### src/rtl/rv_fetch_pkg.sv
// Shared types and defaults for the RV32I fetch front end.
// Used by rv_fetch_unit and fetch_fifo.
package rv_fetch_pkg;

    localparam int XLEN = 32'd32;
    localparam int ILEN = 32'd32;

    localparam logic [XLEN-1:0] RESET_PC_DEF = 32'h0000_0000;

    typedef struct packed {
        logic [XLEN-1:0] pc;
        logic [ILEN-1:0] inst;
    } fetch_entry_t;

endpackage

### src/rtl/fetch_fifo.sv
// Synchronous prefetch FIFO with occupancy count.
// Flush beats push and pop. A push into a full FIFO is only taken together with a pop.
module fetch_fifo
    import rv_fetch_pkg::*;
#(
    parameter int  DEPTH = 32'd4,
    parameter type T     = fetch_entry_t,
    localparam int PTR_W = $clog2(DEPTH),
    localparam int CNT_W = PTR_W + 32'd1
) (
    input  logic             clk,
    input  logic             reset,
    input  logic             push,
    input  logic             pop,
    input  logic             flush,
    input  T                 wdata,
    output T                 rdata,
    output logic             full,
    output logic             empty,
    output logic [CNT_W-1:0] count
);

    T                 mem_q [DEPTH];
    T                 mem_d [DEPTH];
    logic [PTR_W-1:0] rd_ptr_q, rd_ptr_d;
    logic [PTR_W-1:0] wr_ptr_q, wr_ptr_d;
    logic [CNT_W-1:0] count_q, count_d;
    logic             do_push_s, do_pop_s;

    assign full  = (count_q == CNT_W'(DEPTH));
    assign empty = (count_q == CNT_W'(0));
    assign count = count_q;
    assign rdata = mem_q[rd_ptr_q];

    // Next-state for storage, pointers and occupancy.
    always_comb begin
        mem_d     = mem_q;
        rd_ptr_d  = rd_ptr_q;
        wr_ptr_d  = wr_ptr_q;
        count_d   = count_q;
        do_pop_s  = pop && !empty;
        do_push_s = push && (!full || do_pop_s);
        if (flush) begin
            rd_ptr_d = PTR_W'(0);
            wr_ptr_d = PTR_W'(0);
            count_d  = CNT_W'(0);
        end else begin
            if (do_push_s) begin
                mem_d[wr_ptr_q] = wdata;
                wr_ptr_d        = wr_ptr_q + PTR_W'(1);
            end else begin
                wr_ptr_d = wr_ptr_q;
            end
            if (do_pop_s) begin
                rd_ptr_d = rd_ptr_q + PTR_W'(1);
            end else begin
                rd_ptr_d = rd_ptr_q;
            end
            count_d = count_q + CNT_W'(do_push_s) - CNT_W'(do_pop_s);
        end
    end

    // FIFO state registers.
    always_ff @(posedge clk or negedge reset) begin
        if (!reset) begin
            for (int i = 0; i < DEPTH; i++) begin
                mem_q[i] <= '0;
            end
            rd_ptr_q <= PTR_W'(0);
            wr_ptr_q <= PTR_W'(0);
            count_q  <= CNT_W'(0);
        end else begin
            mem_q    <= mem_d;
            rd_ptr_q <= rd_ptr_d;
            wr_ptr_q <= wr_ptr_d;
            count_q  <= count_d;
        end
    end

endmodule

### src/rtl/rv_fetch_unit.sv
// RV32I fetch front end: owns the PC, issues credit-limited imem requests, queues {pc, inst} for decode.
// Optional macro MISALIGN_CHK_EN: misaligned redirects raise a sticky flag and halt fetch.
module rv_fetch_unit
    import rv_fetch_pkg::*;
#(
    parameter int              XLEN       = 32'd32,
    parameter int              ADDR_W     = 32'd12,
    parameter int              FIFO_DEPTH = 32'd4,
    parameter logic [XLEN-1:0] RESET_PC   = XLEN'(RESET_PC_DEF)
) (
    input  logic              clk,
    input  logic              reset,
    output logic              imem_req_valid,
    input  logic              imem_req_ready,
    output logic [ADDR_W-1:0] imem_req_addr,
    input  logic              imem_rsp_valid,
    input  logic [31:0]       imem_rsp_data,
    input  logic              redirect_valid,
    input  logic [XLEN-1:0]   redirect_pc,
    output logic              inst_valid,
    input  logic              inst_ready,
    output logic [31:0]       inst_data,
    output logic [XLEN-1:0]   inst_pc,
    output logic              fetch_misalign
);

    typedef struct packed {
        logic [XLEN-1:0] pc;
        logic [31:0]     inst;
    } entry_t;

    // Wide enough that back-to-back redirects with a slow memory cannot wrap the counters.
    localparam int CNT_W  = $clog2(FIFO_DEPTH) + 32'd4;
    localparam int FCNT_W = $clog2(FIFO_DEPTH) + 32'd1;

    logic [XLEN-1:0]   pc_q, pc_d;
    logic [XLEN-1:0]   rsp_pc_q, rsp_pc_d;
    logic [CNT_W-1:0]  outstanding_q, outstanding_d;
    logic [CNT_W-1:0]  drop_q, drop_d;
    logic              halted_q, halted_d;
    logic              misalign_q, misalign_d;

    logic [XLEN-1:0]   redir_pc_s;
    logic              misaligned_s;
    logic [CNT_W-1:0]  credit_s;
    logic              req_valid_s, req_fire_s;
    logic              fifo_push_s, fifo_pop_s, fifo_full_s, fifo_empty_s;
    logic [FCNT_W-1:0] fifo_count_s;
    entry_t            fifo_wdata_s, fifo_rdata_s;

`ifdef MISALIGN_CHK_EN
    assign redir_pc_s   = redirect_pc;
    assign misaligned_s = |redirect_pc[1:0];
`else
    assign redir_pc_s   = redirect_pc & {{(XLEN-2){1'b1}}, 2'b00};
    assign misaligned_s = 1'b0;
`endif

    // Credit check and handshake decode; responses arriving with a redirect are always stale.
    always_comb begin
        credit_s        = CNT_W'(fifo_count_s) + outstanding_q - drop_q;
        req_valid_s     = reset && !redirect_valid && !halted_q && !fifo_full_s
                          && (credit_s < CNT_W'(FIFO_DEPTH));
        req_fire_s      = req_valid_s && imem_req_ready;
        fifo_push_s     = imem_rsp_valid && (drop_q == CNT_W'(0)) && !redirect_valid;
        fifo_pop_s      = inst_ready;
        fifo_wdata_s.pc   = rsp_pc_q;
        fifo_wdata_s.inst = imem_rsp_data;
    end

    // PC, response-PC tracker, in-flight and drop accounting.
    always_comb begin
        pc_d          = pc_q;
        rsp_pc_d      = rsp_pc_q;
        outstanding_d = outstanding_q + CNT_W'(req_fire_s) - CNT_W'(imem_rsp_valid);
        drop_d        = drop_q;
        halted_d      = halted_q;
        misalign_d    = misalign_q;
        if (redirect_valid) begin
            pc_d       = redir_pc_s;
            rsp_pc_d   = redir_pc_s;
            drop_d     = outstanding_q - CNT_W'(imem_rsp_valid);
            halted_d   = misaligned_s;
            misalign_d = misaligned_s;
        end else begin
            if (req_fire_s) begin
                pc_d = pc_q + XLEN'(32'd4);
            end else begin
                pc_d = pc_q;
            end
            if (imem_rsp_valid && (drop_q != CNT_W'(0))) begin
                drop_d = drop_q - CNT_W'(1);
            end else if (imem_rsp_valid) begin
                rsp_pc_d = rsp_pc_q + XLEN'(32'd4);
            end else begin
                drop_d = drop_q;
            end
        end
    end

    // Fetch control registers.
    always_ff @(posedge clk or negedge reset) begin
        if (!reset) begin
            pc_q          <= RESET_PC;
            rsp_pc_q      <= RESET_PC;
            outstanding_q <= CNT_W'(0);
            drop_q        <= CNT_W'(0);
            halted_q      <= 1'b0;
            misalign_q    <= 1'b0;
        end else begin
            pc_q          <= pc_d;
            rsp_pc_q      <= rsp_pc_d;
            outstanding_q <= outstanding_d;
            drop_q        <= drop_d;
            halted_q      <= halted_d;
            misalign_q    <= misalign_d;
        end
    end

    fetch_fifo #(
        .DEPTH (FIFO_DEPTH),
        .T     (entry_t)
    ) u_fifo (
        .clk   (clk),
        .reset (reset),
        .push  (fifo_push_s),
        .pop   (fifo_pop_s),
        .flush (redirect_valid),
        .wdata (fifo_wdata_s),
        .rdata (fifo_rdata_s),
        .full  (fifo_full_s),
        .empty (fifo_empty_s),
        .count (fifo_count_s)
    );

    assign imem_req_valid = req_valid_s;
    assign imem_req_addr  = pc_q[ADDR_W+1:2];
    assign inst_valid     = !fifo_empty_s;
    assign inst_data      = fifo_rdata_s.inst;
    assign inst_pc        = fifo_rdata_s.pc;
    assign fetch_misalign = misalign_q;

endmodule

### config.mk
export PLATFORM = sky130hd
export DESIGN_NAME = rv_fetch_unit
export DESIGN_NICKNAME = d
export VERILOG_FILES = /design/src/rtl/rv_fetch_pkg.sv /design/src/rtl/fetch_fifo.sv /design/src/rtl/rv_fetch_unit.sv
export SDC_FILE = /design/constraint.sdc
export NUM_CORES = 1
export LEC_CHECK = 0
export ABC_AREA = 1
export CORE_ASPECT_RATIO = 0.5
export CORE_UTILIZATION = 50
export DETAILED_ROUTE_END_ITERATION = 8
export PLACE_DENSITY_LB_ADDON = 0.2
export SLEW_MARGIN = 10
export SYNTH_ARGS = -nofsm -noshare
export SYNTH_HDL_FRONTEND = slang
export SYNTH_SLANG_ARGS = --single-unit
### constraint.sdc
create_clock -name clk -period 4.2 [get_ports clk]
set_input_delay 0.84 -clock clk [delete_from_list [all_inputs] [get_ports clk]]
set_output_delay 0.84 -clock clk [all_outputs]
set_load 0.01 [all_outputs]
==> results.tsv <==
metric	value	unit
grt_pass1_wl	72400	um
ff2ff_setup_slack	0.69	ns
postPlaceCellArea	0.0175	mm^2
ys_dominant_reg_cell	dfrtp_1	
core_area	0.0308	mm^2
pwr_density_cell	545	mW/mm^2
dieArea	0.0326	mm^2
yosysTopAreaCell	dfrtp_1	
drv_cap	0	
cts_buffers	29	
viasPerCell	5.55	
ys_top_cells_by_count	nand2_1 (684), dfrtp_1 (309), o21ai_1 (204)	
period_needed	3.60	ns
netlist.area_leader.share	48.6	%
cellLeakagePower	9.39	nW
start_util	51.7	%
reg2reg_from	outstanding_q[2]	
clk_latency	0.57	ns
drive_gt1_share	4.45	%
gp_congestion	0.923	
report.final.slew_viol_count	0	
cts.sinks	309	
cp_cell_sequence	inv_2 > fa_1 > inv_1 > ha_4 > nand2_1 > nand2_1 > inv_1 > nand2_1 > nand2_1 > nand2_1 > inv_1 > nor2_1 > and3_1 > dlymetal6s2s_1	
synth.avg_cell_area	7.63	um^2
r2r_cells	21	
wl_per_cell	17.4	um
dp_hpwl	25800	um
gr-total-overflow	0	
final_area	0.0184	mm^2
firstDrtPassIters	5	
worst_path_max_delay_cell	fa_1	
holdWs	0.111	ns
cts_tree	built	
synth_edf_count	0	
wirelength	45000	um
skew	0.0129	ns
areaGrowthSynthToFinish	15.8	%
ioPinCount	149	
drc	0	
synthesis.instances	2086	
cts_hold_buf	0	
hold_class	primary input to asynchronous set/reset pin	
relSlewSlack	27.4	%
status	finished, final reports clean	
path_common_cell	nand2_1	
setup_viol	0	
rsz0062_at_grt	false	
worstPathRequired	3.36	ns
crit_arrival	2.76	ns
grt_pass1_vias	13600	
diodes	0	
crit_type	flip-flop to output pin	
cts_root_buf	clkbuf_16	
peakVddDrop	413	uV
synth_area_leaders	dfrtp_1 (49%), nand2_1 (16%), o21ai_1 (6.4%)	
worst_slack	0.605	ns
synthArstFlopShare	100	%
yosysWarnings	0	
worst-path-stages	14	
hold_viol	0	
track_usage	28.0	%
path_clk_slew	0.07	ns
end_kind	output pin	
htree_num_levels	1	
clockBufferDepth	3	
fmax	278	MHz
grt_max_degree	238	
timing.rr.end	outstanding_q[4]	
cp_max_fo	6	
tightest_slew	1.09	ns
finalNetCount	2239	
dr.first_iter.drc_count	1427	
antenna_found_initial	0	
synth_seq_cells	309	
vias	14300	
synthesis.area	0.0159	mm^2
portBuffers	143	
tns	0	ns
n_fill_cell	2864	
dieHeight	128	um
dp_slack	0.604	ns
antenna_left	0	
crit_family	adder cells	
rows	45	
cpPeakStageDelay	0.54	ns
yosysSeqAreaShare	48.6	%
finalCritPeriodShare	85.6	%
cp_num_buf_inv	5	
yosysMostFrequentCell	nand2_1	
synthDistinctLibCells	40	
die_width	254	um
crit_path_start_kind	flip-flop	
-- kinds of logic after synthesis --
logic type / after synthesis / synth area share [%]
AOI/OAI and AO/OA: 513 / 17.1
other: 1 / 0.0236
DFF: 309 / 48.6
adders and majority gates: 32 / 2.70
and+or+nand+nor: 956 / 23.7
xor gates and xnor gates: 25 / 1.38
buffers and inverters: 250 / 6.47
-- worst max-delay path by stage --
stage	end	start
finish	imem_req_valid	outstanding_q[2]
global route	outstanding_q[4]	outstanding_q[1]
CTS	imem_req_valid	outstanding_q[2]
detailed placement	outstanding_q[4]	outstanding_q[2]
global placement	outstanding_q[4]	outstanding_q[2]
floorplan	outstanding_q[4]	outstanding_q[2]
-- timing repair --
action                     CTS  global route
gates resized for setup      0             4
setup endpoints to repair    0             1
setup buffers                0             1
-- state kept, by name, summed over array words and instances, names as in the netlist --
name / flops
u_fifo.count: 3
u_fifo.rd_ptr_q: 2
u_fifo.wr_ptr_q: 2
u_fifo.mem_q: 248
drop_q: 6
pc_q: 12
rsp_pc_q: 30
outstanding_q: 6
-- placed cells by master, fill, tap and decap left out, types with 17 or more instances in the layout --
| master | instances |
|---|---|
| o21ai_1 | 204 |
| o21ai_0 | 202 |
| xor2_1 | 23 |
| o22ai_1 | 63 |
| clkbuf_16 | 29 |
| a21oi_1 | 17 |
| nor2_1 | 176 |
| clkdlybuf4s50_1 | 141 |
| inv_1 | 87 |
| dfrtp_1 | 307 |
| nand2_1 | 684 |
| nand3_1 | 55 |
| ha_1 | 27 |
| nor3_1 | 19 |
| buf_4 | 20 |
-- area by class of cell --
type | instances | area (um^2) | area share, %
sequential | 309 | 7740 | 42.0
multi-input combinational | 1529 | 7170 | 38.9
timing repair buffer | 169 | 1710 | 9.27
clock buffer | 41 | 821 | 4.45
tap | 423 | 529 | 2.87
inverter | 99 | 378 | 2.05
clock inverter | 11 | 90.1 | 0.489
-- routing by layer --
metal  track usage [%]  wire length (um)  vias up
met2              44.3             20600      442
met4              7.48              1050        0
met1              39.9             20500     6875
met3              4.65              2850       71
met5                 0                 0        -
li1                  -                 -     6930
-- through the flow --
stage	cells	util [%]	total power, mW
2_1_floorplan	2088	-	5.88
3_3_place_gp	2528	56.8	7.37
3_5_place_dp	2528	56.8	7.43
4_1_cts	2580	59.8	10.0
5_1_grt	2581	59.9	10.7
6_report	2581	59.9	10.1
-- worst register-to-register path, cell delays in order (launching register included) --
cell      delay [ns]
dfrtp_1         0.36
inv_2           0.09
fa_1            0.54
inv_1           0.07
ha_4            0.28
nand2_1         0.05
nand2_1         0.10
inv_1           0.07
nand2_1         0.08
nand2_1         0.06
nand2_1         0.06
inv_1           0.04
nor2_1          0.09
nand4_1         0.14
ha_1            0.31
inv_1           0.06
ha_1            0.16
inv_1           0.06
fa_1            0.39
o21bai_1        0.15
a21oi_1         0.09
xor2_1          0.14
-- report_power, final --
part	leakage (nW)	switching, mW	internal [mW]	total, mW
combinational	4.80	2.08	1.65	3.73
sequential	4.13	0.337	3.37	3.71
clock	0.458	1.19	1.42	2.61
total	9.39	3.61	6.45	10.1
No activity file was read; power rests on OpenSTA's default activity.
